<file path="config.mk">
export PLATFORM = sky130hd
export DESIGN_NAME = sseg_scan
export DESIGN_NICKNAME = d
export VERILOG_FILES = /design/src/rtl/sseg_scan.sv
export SDC_FILE = /design/constraint.sdc
export NUM_CORES = 1
export LEC_CHECK = 0
export ABC_AREA = 1
export CORE_MARGIN = 2
export CORE_UTILIZATION = 41
export DETAILED_ROUTE_END_ITERATION = 16
export REMOVE_ABC_BUFFERS = 1
export SKIP_CTS_REPAIR_TIMING = 1
export SYNTH_ARGS = -nofsm -noshare
export SYNTH_HDL_FRONTEND = slang
export SYNTH_SLANG_ARGS = --single-unit
</file>
<file path="constraint.sdc">
create_clock -name clk -period 4.4 [get_ports clk]
set_input_delay 0.88 -clock clk [delete_from_list [all_inputs] [get_ports clk]]
set_output_delay 0.88 -clock clk [all_outputs]
set_load 0.05 [all_outputs]
</file>
<file path="src/rtl/sseg_scan.sv">
// Time-multiplexed seven-segment display driver.
// Scans NUM_DIGITS common-anode digits, decoding one hex nibble per digit. Inputs are staged
// on a load strobe and only transferred to the displayed (active) set at the start of a frame,
// so a frame never mixes old and new data. Each digit slot opens with a short all-off window
// to suppress ghosting while the anode/segment drivers settle.
// Ports:
//   clk, rst   rising-edge clock, asynchronous active-high reset
//   value      packed hex nibbles, nibble i = digit i (0 = rightmost)
//   dp_in      decimal point request per digit (1 = lit)
//   digit_en   per-digit enable (0 = digit always blank)
//   lz_blank   suppress leading zeros (digit 0 is never suppressed)
//   load       1-cycle strobe that stages value/dp_in/digit_en/lz_blank
//   seg        {g,f,e,d,c,b,a}, active low
//   dp         decimal point, active low
//   an         anodes, active low
//   frame      1-cycle pulse when the slot of digit 0 begins
module sseg_scan #(
  parameter int unsigned NUM_DIGITS  = 4,
  parameter int unsigned REFRESH_DIV = 100000,
  parameter int unsigned BLANK_CYC   = 16
) (
  input  logic                    clk,
  input  logic                    rst,
  input  logic [4*NUM_DIGITS-1:0] value,
  input  logic [NUM_DIGITS-1:0]   dp_in,
  input  logic [NUM_DIGITS-1:0]   digit_en,
  input  logic                    lz_blank,
  input  logic                    load,
  output logic [6:0]              seg,
  output logic                    dp,
  output logic [NUM_DIGITS-1:0]   an,
  output logic                    frame
);

  localparam int unsigned PreW = (REFRESH_DIV > 1) ? $clog2(REFRESH_DIV) : 1;
  localparam int unsigned IdxW = (NUM_DIGITS > 1) ? $clog2(NUM_DIGITS) : 1;
  localparam logic [PreW-1:0] LastPre  = PreW'(REFRESH_DIV - 1);
  localparam logic [IdxW-1:0] LastIdx  = IdxW'(NUM_DIGITS - 1);
  localparam logic [PreW-1:0] BlankEnd = PreW'(BLANK_CYC);

  function automatic logic [6:0] hex_to_seg(input logic [3:0] h);
    case (h)
      4'h0:    return 7'h40;
      4'h1:    return 7'h79;
      4'h2:    return 7'h24;
      4'h3:    return 7'h30;
      4'h4:    return 7'h19;
      4'h5:    return 7'h12;
      4'h6:    return 7'h02;
      4'h7:    return 7'h78;
      4'h8:    return 7'h00;
      4'h9:    return 7'h10;
      4'hA:    return 7'h08;
      4'hB:    return 7'h03;
      4'hC:    return 7'h46;
      4'hD:    return 7'h21;
      4'hE:    return 7'h06;
      default: return 7'h0E;
    endcase
  endfunction

  logic [PreW-1:0]         pre_q, pre_d;
  logic [IdxW-1:0]         idx_q, idx_d;
  logic [4*NUM_DIGITS-1:0] val_stg_q, val_stg_d, val_act_q, val_act_d;
  logic [NUM_DIGITS-1:0]   dp_stg_q, dp_stg_d, dp_act_q, dp_act_d;
  logic [NUM_DIGITS-1:0]   en_stg_q, en_stg_d, en_act_q, en_act_d;
  logic                    lz_stg_q, lz_stg_d, lz_act_q, lz_act_d;
  logic [6:0]              seg_q, seg_d;
  logic                    dp_q, dp_d;
  logic [NUM_DIGITS-1:0]   an_q, an_d;
  logic                    frame_q, frame_d;

  logic       wrap, frame_wrap;
  logic [3:0] cur_nib;
  logic       cur_dp, cur_en, lz_hide, zero_above, lit;

  always_comb begin
    wrap       = (pre_q == LastPre);
    frame_wrap = wrap && (idx_q == LastIdx);
    pre_d      = wrap ? '0 : pre_q + 1'b1;
    idx_d      = idx_q;
    if (wrap) idx_d = (idx_q == LastIdx) ? '0 : idx_q + 1'b1;

    val_stg_d = val_stg_q;
    dp_stg_d  = dp_stg_q;
    en_stg_d  = en_stg_q;
    lz_stg_d  = lz_stg_q;
    if (load) begin
      val_stg_d = value;
      dp_stg_d  = dp_in;
      en_stg_d  = digit_en;
      lz_stg_d  = lz_blank;
    end

    // Active set follows staging only on the frame edge; a load on that same edge lands in
    // staging and waits for the next frame.
    val_act_d = val_act_q;
    dp_act_d  = dp_act_q;
    en_act_d  = en_act_q;
    lz_act_d  = lz_act_q;
    if (frame_wrap) begin
      val_act_d = val_stg_q;
      dp_act_d  = dp_stg_q;
      en_act_d  = en_stg_q;
      lz_act_d  = lz_stg_q;
    end

    // Select the current digit and decide leading-zero suppression by walking from the top
    // digit down: a digit is suppressed if it and all digits above it are zero.
    cur_nib    = '0;
    cur_dp     = 1'b0;
    cur_en     = 1'b0;
    lz_hide    = 1'b0;
    zero_above = 1'b1;
    for (int i = int'(NUM_DIGITS) - 1; i >= 0; i--) begin
      zero_above = zero_above && (val_act_q[4*i +: 4] == 4'h0);
      if (idx_q == IdxW'(i)) begin
        cur_nib = val_act_q[4*i +: 4];
        cur_dp  = dp_act_q[i];
        cur_en  = en_act_q[i];
        lz_hide = lz_act_q && zero_above && (i != 0);
      end
    end
    lit = cur_en && !lz_hide;

    seg_d   = 7'h7F;
    dp_d    = 1'b1;
    an_d    = '1;
    frame_d = frame_wrap;
    if ((pre_q >= BlankEnd) && lit) begin
      an_d  = ~(NUM_DIGITS'(1) << idx_q);
      seg_d = hex_to_seg(cur_nib);
      dp_d  = ~cur_dp;
    end
  end

  always_ff @(posedge clk or posedge rst) begin
    if (rst) begin
      pre_q     <= '0;
      idx_q     <= '0;
      val_stg_q <= '0;
      dp_stg_q  <= '0;
      en_stg_q  <= '0;
      lz_stg_q  <= 1'b0;
      val_act_q <= '0;
      dp_act_q  <= '0;
      en_act_q  <= '0;
      lz_act_q  <= 1'b0;
      seg_q     <= 7'h7F;
      dp_q      <= 1'b1;
      an_q      <= '1;
      frame_q   <= 1'b0;
    end else begin
      pre_q     <= pre_d;
      idx_q     <= idx_d;
      val_stg_q <= val_stg_d;
      dp_stg_q  <= dp_stg_d;
      en_stg_q  <= en_stg_d;
      lz_stg_q  <= lz_stg_d;
      val_act_q <= val_act_d;
      dp_act_q  <= dp_act_d;
      en_act_q  <= en_act_d;
      lz_act_q  <= lz_act_d;
      seg_q     <= seg_d;
      dp_q      <= dp_d;
      an_q      <= an_d;
      frame_q   <= frame_d;
    end
  end

  assign seg   = seg_q;
  assign dp    = dp_q;
  assign an    = an_q;
  assign frame = frame_q;

endmodule

</file>
# Word-level counts from Yosys, hierarchy flattened
# Memories as Yosys holds them, arrays and structs flattened.
# Index checks and enable logic that the tools add are counted.
[word_totals] register_bits=82 rom_bits=112 output_inout_bits=13 n_memories=1
[mem_list] name="(no name shown)" depth=16 width=7 rd=1 rd_ports_with_merged_regs=0 wr=0 line="42" text="case (h)"
[classes] add_sub_neg=2 n_lt_le_gt_ge=1 eq_ne=4 shift=1 mux=21 bitwise_logic=2 reduce_logical=13
[ops] op="4-bit 2-to-1 mux" n=5
[ops] op="17-bit by 1-bit adder with 17-bit output, second input constant" n=1
[ops] op="17-bit == test, second input constant" n=1
[ops] op="17-bit by 5-bit >= comparator with 1-bit output, second input constant" n=1
[ops] op="17-bit 2-to-1 mux" n=1
[ops] op="1-bit 2-to-1 mux" n=13
[ops] op="4-bit logical NOT" n=3
[ops] op="1-bit logical AND" n=8
[ops] op="7-bit 2-to-1 mux" n=1
[ops] op="2-bit == test, second input constant" n=2
[ops] op="4-bit inverter" n=1
[ops] op="1-bit by 2-bit << shifter with 4-bit output, first input constant" n=1
[ops] op="2-bit by 1-bit adder with 2-bit output, second input constant" n=1
[ops] op="2-bit by 1-bit == test with 1-bit output, second input constant" n=1
[ops] op="2-bit logical NOT" n=1
[ops] op="2-bit 2-to-1 mux" n=1
[ops] op="1-bit logical NOT" n=1
[ops] op="1-bit inverter" n=1

# Depth between registers and ports, before layout
# Gate-level depths: netlist of the first run.
[depth] depth_word=10 depth_mapped=13 mapped_depth_nobuf=13

# Worst setup path before layout of the first run
# No wires, ideal clock.
[synth_path] kind="flip-flop to flip-flop" start="reg idx_q[0]" end="reg seg_q[3], in the netlist seg[3]" setup_ns=0.079 t_arrival_ns=1.875 setup_slack_ns=2.446 stages_incl_launch_ff=12 path_buffers=0 synth_period_minus_slack_ns=1.954 cell_sequence="dfrtp_1 > inv_1 > ha_1 > inv_1 > or2_2 > nand2_1 > inv_1 > ha_1 > nand3_1 > nand3_1 > nand2_1 > nand2_1"
[synth_via] elab_chain_cells=9 word_cells_on_any_way=21 classes_between="eq/ne (3); mux (13); reduce/logical (4); memory (1)"
[synth_lines] item="from (decl)" line="63" text="logic [IdxW-1:0] idx_q, idx_d;"
[synth_lines] item="from (signal assigned)" line="155" text="idx_q <= idx_d;"
[synth_lines] item="branches (longest 8 deep; another with memory read 16 x 7 bit)"
[synth_lines] item="7-bit 2-to-1 mux (*)" line="130" text="if ((pre_q >= BlankEnd) && lit) begin"
[synth_lines] item="via seg_d[3]" line="68" text="logic [6:0] seg_q, seg_d;"
[synth_lines] item="to (signal assigned)" line="164" text="seg_q <= seg_d;"
[synth_lines] item="to (decl)" line="68"
# Mark *: on every way through the listed nets, which the timed path passes.
# A chain may end at the register's enable or synchronous reset.

# Worst setup path in the final report of the first run
[layout_path] start="reg an_q[2], in the netlist an[2]" end="out an[2]"
[layout_lines] item="from (decl)" line="70" text="logic [NUM_DIGITS-1:0] an_q, an_d;"
[layout_lines] item="from (signal assigned)" line="166" text="an_q <= an_d;"
[layout_lines] item="to (decl)" line="31" text="output logic [NUM_DIGITS-1:0] an,"
# No word-level cell between the ends.

==> qor.csv, run 1 <==
stage,metric,value,unit
synth,dominant cell type by area after synthesis,dfrtp_1,
floorplanning,Die Footprint,0.0108,mm^2
clocking,maximum clock path buffer count,2,
clocking,CTS buffer count,9,
power_and_ir_drop,Flop pwr share,0.577,
global_routing,total global routing track utilization,0.152,
placed_design,placed inst area,0.00459,mm^2
synth,Synth Register Bits,82,
critical_path,instance count on the critical path,1,
clocking,TritonCTS Sinks,82,
route,wire per inst,11.6,um
synth,prevailing post-synth register cell,dfrtp_1,
critical_path,crit-path max cell delay,0.79,ns
final_layout,fin nets,558,
power_and_ir_drop,Pint,1040,uW
final_layout,layout cells sized above 1,0.174,
sta,Final Setup Violations,0,
placed_design,Setup WS pre-CTS,2.01,ns
placed_design,Placer Congestion,0.933,
synth,sequential share of the synthesized area,0.504,
power_and_ir_drop,PD cells,283,mW/mm^2
clocking,Clock Latency Late Sink,0.35,ns
final_layout,post-route cell area,0.00477,mm^2
critical_path,Startpoint Class,flip-flop,
floorplanning,Starting Density,0.421,
critical_path,crit-path cells,clkdlybuf4s50_1,
route,Post-DRT Antenna Nets,0,
clocking,Worst-path clk slew,0.08,ns
route,Vias,3015,
critical_path,"CP delay by family, top",buffers and inverters,
synth,Post-Syn Instances,478,
final_layout,Ant. Diodes,0,
route,Initial DRT Pass Iterations,4,
synth,Mapped Avg Cell Area,8.58,um^2
global_routing,global-route wire length before repair,13500,um
global_routing,remaining global-route overflow,0,
sta,period utilization,0.581,
placed_design,HPWL after DPL,5460,um
sta,final hold violation count,0,
route,DRT iter0 DRCs,83,
sta,RSZ-0062 raised after global routing,no,
floorplanning,# IOs,41,
global_routing,vias in the first global route,3000,
power_and_ir_drop,peak supply drop,0.195,mV
global_routing,initial antenna violation count,0,
synth,area of the mapped netlist,0.00410,mm^2
global_routing,largest net degree at the start of global routing,57,
final_layout,Final Util,0.490,
clocking,TritonCTS clock tree,done,
sta,worst setup margin,1.84,ns
critical_path,WP buf/inv,1,
floorplanning,FP Rows,36,
placed_design,Buffers on Ports,40,
critical_path,Crit. End Element,primary output,
floorplanning,Die Wd,104,um
sta,shortest period the worst path allows,2.56,ns
floorplanning,die height,104,um
synth,"EDFF count, synth",0,
clocking,H-tree Lvls,3,
sta,Slew @ Worst Pin,0.939,ns
final_layout,"most common cell after layout, fill and taps aside",nand2_1,
sta,Slew Limit Fails,0,
critical_path,Worst EP required,3.52,ns
route,DRC Markers,0,
synth,post-synth cell types,30,
synth,top-area cell type share of the netlist area,0.427,
final_layout,Filler cells,966,
power_and_ir_drop,Comb power frac,0.055,
sta,setup TNS,0,ns
critical_path,Crit Path Category,flip-flop to primary output,
floorplanning,Core Region,0.00973,mm^2
clocking,Root Driver,clkbuf_8,
route,Detailed Route WL,7600,um
critical_path,critical path peak fanout,1,
critical_path,internal reg-to-reg setup slack,2.06,ns
power_and_ir_drop,Static Leak,0.00228,uW
critical_path,CP max stage cell,clkdlybuf4s50_1,
status,status,finished clean,
sta,worst relative slew slack,0.374,
power_and_ir_drop,sw frac,0.229,
synth,Yosys warnings,0,
synth,top post-synthesis cells by area,"dfrtp_1 (43%), nand2_1 (9.8%), dfstp_2 (7.7%)",
synth,"FFs w/ async S/R, synth",1.00,
route,drt via density,4.60,
sta,Max Clk Rate,0.391,GHz
critical_path,crit path DAT,1.68,ns
critical_path,reg2reg path depth,11,
power_and_ir_drop,NetSw,308,uW
job,maxcap violations,0,
sta,Setup Skew,0.00931,ns
power_and_ir_drop,Clock Power Share,0.368,
worst_hold_path,Hold/Removal Path Class,flip-flop to flip-flop,
worst_hold_path,Hold Crit Depth,2,
final_layout,Syn-to-layout area delta,16.3,%
final_layout,most frequent cells in the layout,"nand2_1 (107), dfrtp_1 (70), inv_1 (66)",
==> state kept, by name, indices dropped and copies added, names as in the netlist <==
register / flops
lz_stg_q: 1
val_stg_q: 16
seg: 7
en_act_q: 4
pre_q: 17
lz_act_q: 1
frame: 1
dp_stg_q: 4
val_act_q: 16
en_stg_q: 4
an: 4
idx_q: 2
dp_act_q: 4
dp: 1
==> cell usage after synthesis (3+ instances only) <==
library cell	n
a21oi_1	12
dfrtp_1	70
clkbuf_1	5
buf_6	5
or2_2	4
nand2_1	107
nor3_1	3
buf_2	3
nand3b_1	4
dfstp_2	12
inv_2	3
o21ai_2	25
nand2_2	25
ha_1	12
nand3_1	37
o21ai_0	30
xor2_1	5
inv_1	67
nor2_1	36
==> metal layers <==
layer,vias to the layer above,share of wire,GRT usage
met5,-,0,0
met2,37,0.47,0.248
li1,1573,-,-
met3,11,0.026,0.0288
met4,0,0.017,0.0608
met1,1394,0.48,0.200
==> stage by stage <==
stage	std cells	total power [uW]	hold WS [ns]
after global placement	640	869	0.477
final	656	1350	0.499
after CTS	656	1370	0.501
after global routing	656	1420	0.519
after floorplan	465	829	0.447
after detailed placement	640	872	0.478
==> cells by family after synthesis <==
kind of cell	Yosys count	synth area share
simple gates	225	0.251
fa+ha+maj	12	0.0366
flops	82	0.504
xor+xnor	6	0.0128
buf+inv	83	0.0861
compound gates	70	0.110
==> worst min-delay path, stage by stage (launching register included) <==
cell and delay [ns]:
dfrtp_1 0.36, nand2_2 0.06, o21ai_2 0.05
==> final timing paths <==
kind	from	to
worst min register to register	dp_act_q[0]	dp_act_q[0]
min in group asynchronous	rst	val_act_q[2]
worst max register to register	idx_q[0]	seg[6]
max in group asynchronous	rst	val_stg_q[10]
worst max-delay path	an[2]	an[2]
worst min-delay path	dp_act_q[0]	dp_act_q[0]
==> power by group through the flow <==
| stage | combinational (uW) | clock (uW) | sequential, uW |
|---|---|---|---|
| floorplan | 36.6 | 0 | 792 |
| global placement | 76.2 | 0 | 793 |
| detailed placement | 78.2 | 0 | 793 |
| CTS | 78.2 | 514 | 779 |
| global route | 87.3 | 549 | 781 |
| finish | 74.9 | 496 | 779 |
==> area by class of cell <==
class / count / area, um^2 / area share
Clock buffer: 14 / 163 / 0.0341
Clock inverter: 2 / 12.5 / 0.00262
Inverter: 70 / 264 / 0.0554
Multi-Input combinational cell: 313 / 1680 / 0.352
Sequential cell: 82 / 2070 / 0.433
Tap cell: 133 / 166 / 0.0349
Timing Repair Buffer: 42 / 415 / 0.0871
Power figures use the tool's default switching activity.
==> inputs of run 2 (changes only) <==
==> constraint.sdc (replaced) <==
create_clock -name clk -period 2.6 [get_ports clk]
set_input_delay 0.52 -clock clk [delete_from_list [all_inputs] [get_ports clk]]
set_output_delay 0.52 -clock clk [all_outputs]
set_load 0.05 [all_outputs]
==> run 2 against run 1 <==
Against the previous run:
- hold slack worse by 0.050 ns
- largest power group unchanged
- largest cell class unchanged
- combinational power up 74%
- critical path depth up 10
- critical path type is now flip-flop to flip-flop
==> qor.csv, run 2 (same netlist as run 1, synthesis figures left out) <==
stage,metric,value,unit
status,status,finished clean,
floorplanning,Die Footprint,0.0108,mm^2
global_routing,total global routing track utilization,0.152,
final_layout,Top reg by flops,pre_q,
final_layout,"most common cell after layout, fill and taps aside",nand2_1,
clocking,CTS buffer count,9,
critical_path,internal reg-to-reg setup slack,0.36,ns
floorplanning,Starting Density,0.421,
sta,Final Setup Violations,0,
sta,worst relative slew slack,0.653,
clocking,Clock Latency Late Sink,0.34,ns
power_and_ir_drop,peak supply drop,0.312,mV
sta,period utilization,0.862,
critical_path,Reg-to-Reg Start,idx_q[0],
worst_hold_path,Hold/Removal Path Class,input port to async pin,
clocking,H-tree Lvls,3,
route,wire per inst,11.5,um
critical_path,"CP delay by family, top",simple AND/OR/NAND/NOR gates,
route,DRT iter0 DRCs,127,
sta,Setup Skew,0.00708,ns
critical_path,crit path launch,idx_q[0],
floorplanning,Core Region,0.00973,mm^2
clocking,Worst-path clk slew,0.08,ns
placed_design,HPWL after DPL,5440,um
route,Initial DRT Pass Iterations,4,
final_layout,layout cells sized above 1,0.184,
critical_path,crit-path cells,inv_1 > ha_1 > inv_1 > or2_2 > nand2_1 > inv_1 > ha_1 > nand3_1 > nand2_1 > nand2_1 > nand3_1,
final_layout,Final Util,0.497,
final_layout,Reg area,0.00207,mm^2
route,Vias,2989,
clocking,TritonCTS Sinks,82,
final_layout,biggest regs,"pre_q (17), val_act_q (16), val_stg_q (16)",
critical_path,CP max stage cell,dfrtp_1,
final_layout,most frequent cells in the layout,"nand2_1 (107), dfrtp_1 (70), inv_1 (66)",
sta,Slew @ Worst Pin,0.517,ns
route,DRC Markers,0,
placed_design,Buffers on Ports,40,
sta,Max Clk Rate,0.446,GHz
route,Detailed Route WL,7550,um
critical_path,crit path DAT,2.51,ns
final_layout,Filler cells,945,
final_layout,Ant. Diodes,0,
route,drt via density,4.54,
global_routing,largest net degree at the start of global routing,51,
critical_path,instance count on the critical path,11,
final_layout,post-route cell area,0.00483,mm^2
floorplanning,FP Rows,36,
floorplanning,Die Wd,104,um
global_routing,initial antenna violation count,0,
final_layout,area occupied by multi-input gates,0.00168,mm^2
final_layout,Largest register FFs,17,
route,Post-DRT Antenna Nets,0,
clocking,maximum clock path buffer count,2,
critical_path,Crit. End Element,flip-flop,
clocking,Root Driver,clkbuf_8,
final_layout,Syn-to-layout area delta,17.8,%
placed_design,Placer Congestion,0.935,
floorplanning,die height,104,um
critical_path,WP buf/inv,3,
sta,setup TNS,0,ns
power_and_ir_drop,Final Power,2320,uW
sta,RSZ-0062 raised after global routing,no,
critical_path,Startpoint Class,flip-flop,
sta,final hold violation count,0,
power_and_ir_drop,Static Leak,0.00232,uW
power_and_ir_drop,PD cells,480,mW/mm^2
global_routing,global-route wire length before repair,13500,um
global_routing,vias in the first global route,2945,
sta,shortest period the worst path allows,2.24,ns
critical_path,capture point of the worst reg-to-reg path,seg[6],
sta,Slew Limit Fails,0,
job,maxcap violations,0,
critical_path,Crit Path Category,flip-flop to flip-flop,
critical_path,crit-path max cell delay,0.42,ns
global_routing,remaining global-route overflow,0,
critical_path,critical path peak fanout,8,
final_layout,fin nets,561,
critical_path,crit path to,seg[6],
critical_path,reg2reg path depth,11,
clocking,TritonCTS clock tree,done,
critical_path,Worst EP required,2.87,ns
floorplanning,# IOs,41,
placed_design,placed inst area,0.00464,mm^2
-- run 2: cell types whose count changed in the layout (fill, tap and decap cells not counted) --
| cell | change |
|---|---|
| buf_12 | +2 |
| buf_4 | +1 |
| clkbuf_1 | -3 |
| clkbuf_8 | +1 |
| clkinv_2 | +1 |
| clkinvlp_4 | +1 |
-- run 2: stage by stage --
step / setup WS, ns / hold WS [ns] / std cells
global placement: 0.501 / 0.472 / 643
global route: 0.153 / 0.477 / 659
CTS: 0.387 / 0.446 / 659
detailed placement: 0.407 / 0.480 / 643
floorplan: -0.00858 / 0.447 / 465
finish: 0.359 / 0.449 / 659
-- run 2: final cells by class --
| type | count | share of cell area |
|---|---|---|
| clock inverters | 4 | 0.00518 |
| multi-input cells | 313 | 0.348 |
| repair buffers | 45 | 0.0958 |
| inverters | 70 | 0.0546 |
| clock buffers | 12 | 0.0342 |
| well taps | 133 | 0.0344 |
| flip-flops and latches | 82 | 0.428 |
-- run 2: metal layers --
metal  track usage  vias up  wire, um
met4        0.0589        0       139
met1         0.204     1355      3770
li1              -     1572         -
met5             0        -         0
met3        0.0307       12       231
met2         0.242       50      3420
-- run 2: worst min path at each step --
stage,startpoint,end,depth (start not counted),slack (ns)
finish,rst,val_act_q[2],2,0.45
global route,rst,val_act_q[2],2,0.48
CTS,rst,val_stg_q[0],2,0.45
detailed placement,en_act_q[1],en_act_q[1],2,0.48
global placement,pre_q[0],pre_q[0],1,0.47
floorplan,val_act_q[1],val_act_q[1],2,0.45
-- run 2: where the power goes --
part | total (uW) | internal, uW | switching (uW)
Clock | 873 | 422 | 451
Sequential | 1320 | 1310 | 8.19
Combinational | 130 | 55.8 | 74.0
Total | 2320 | 1790 | 533
-- run 2: worst register-to-register path, delay by kind of cell, from the launching register on --
| family | cells | cell delay [ns] |
|---|---|---|
| adders and majority gates | 2 | 0.51 |
| buffers and inverters | 3 | 0.42 |
| DFF | 1 | 0.42 |
| and+or+nand+nor | 6 | 0.82 |
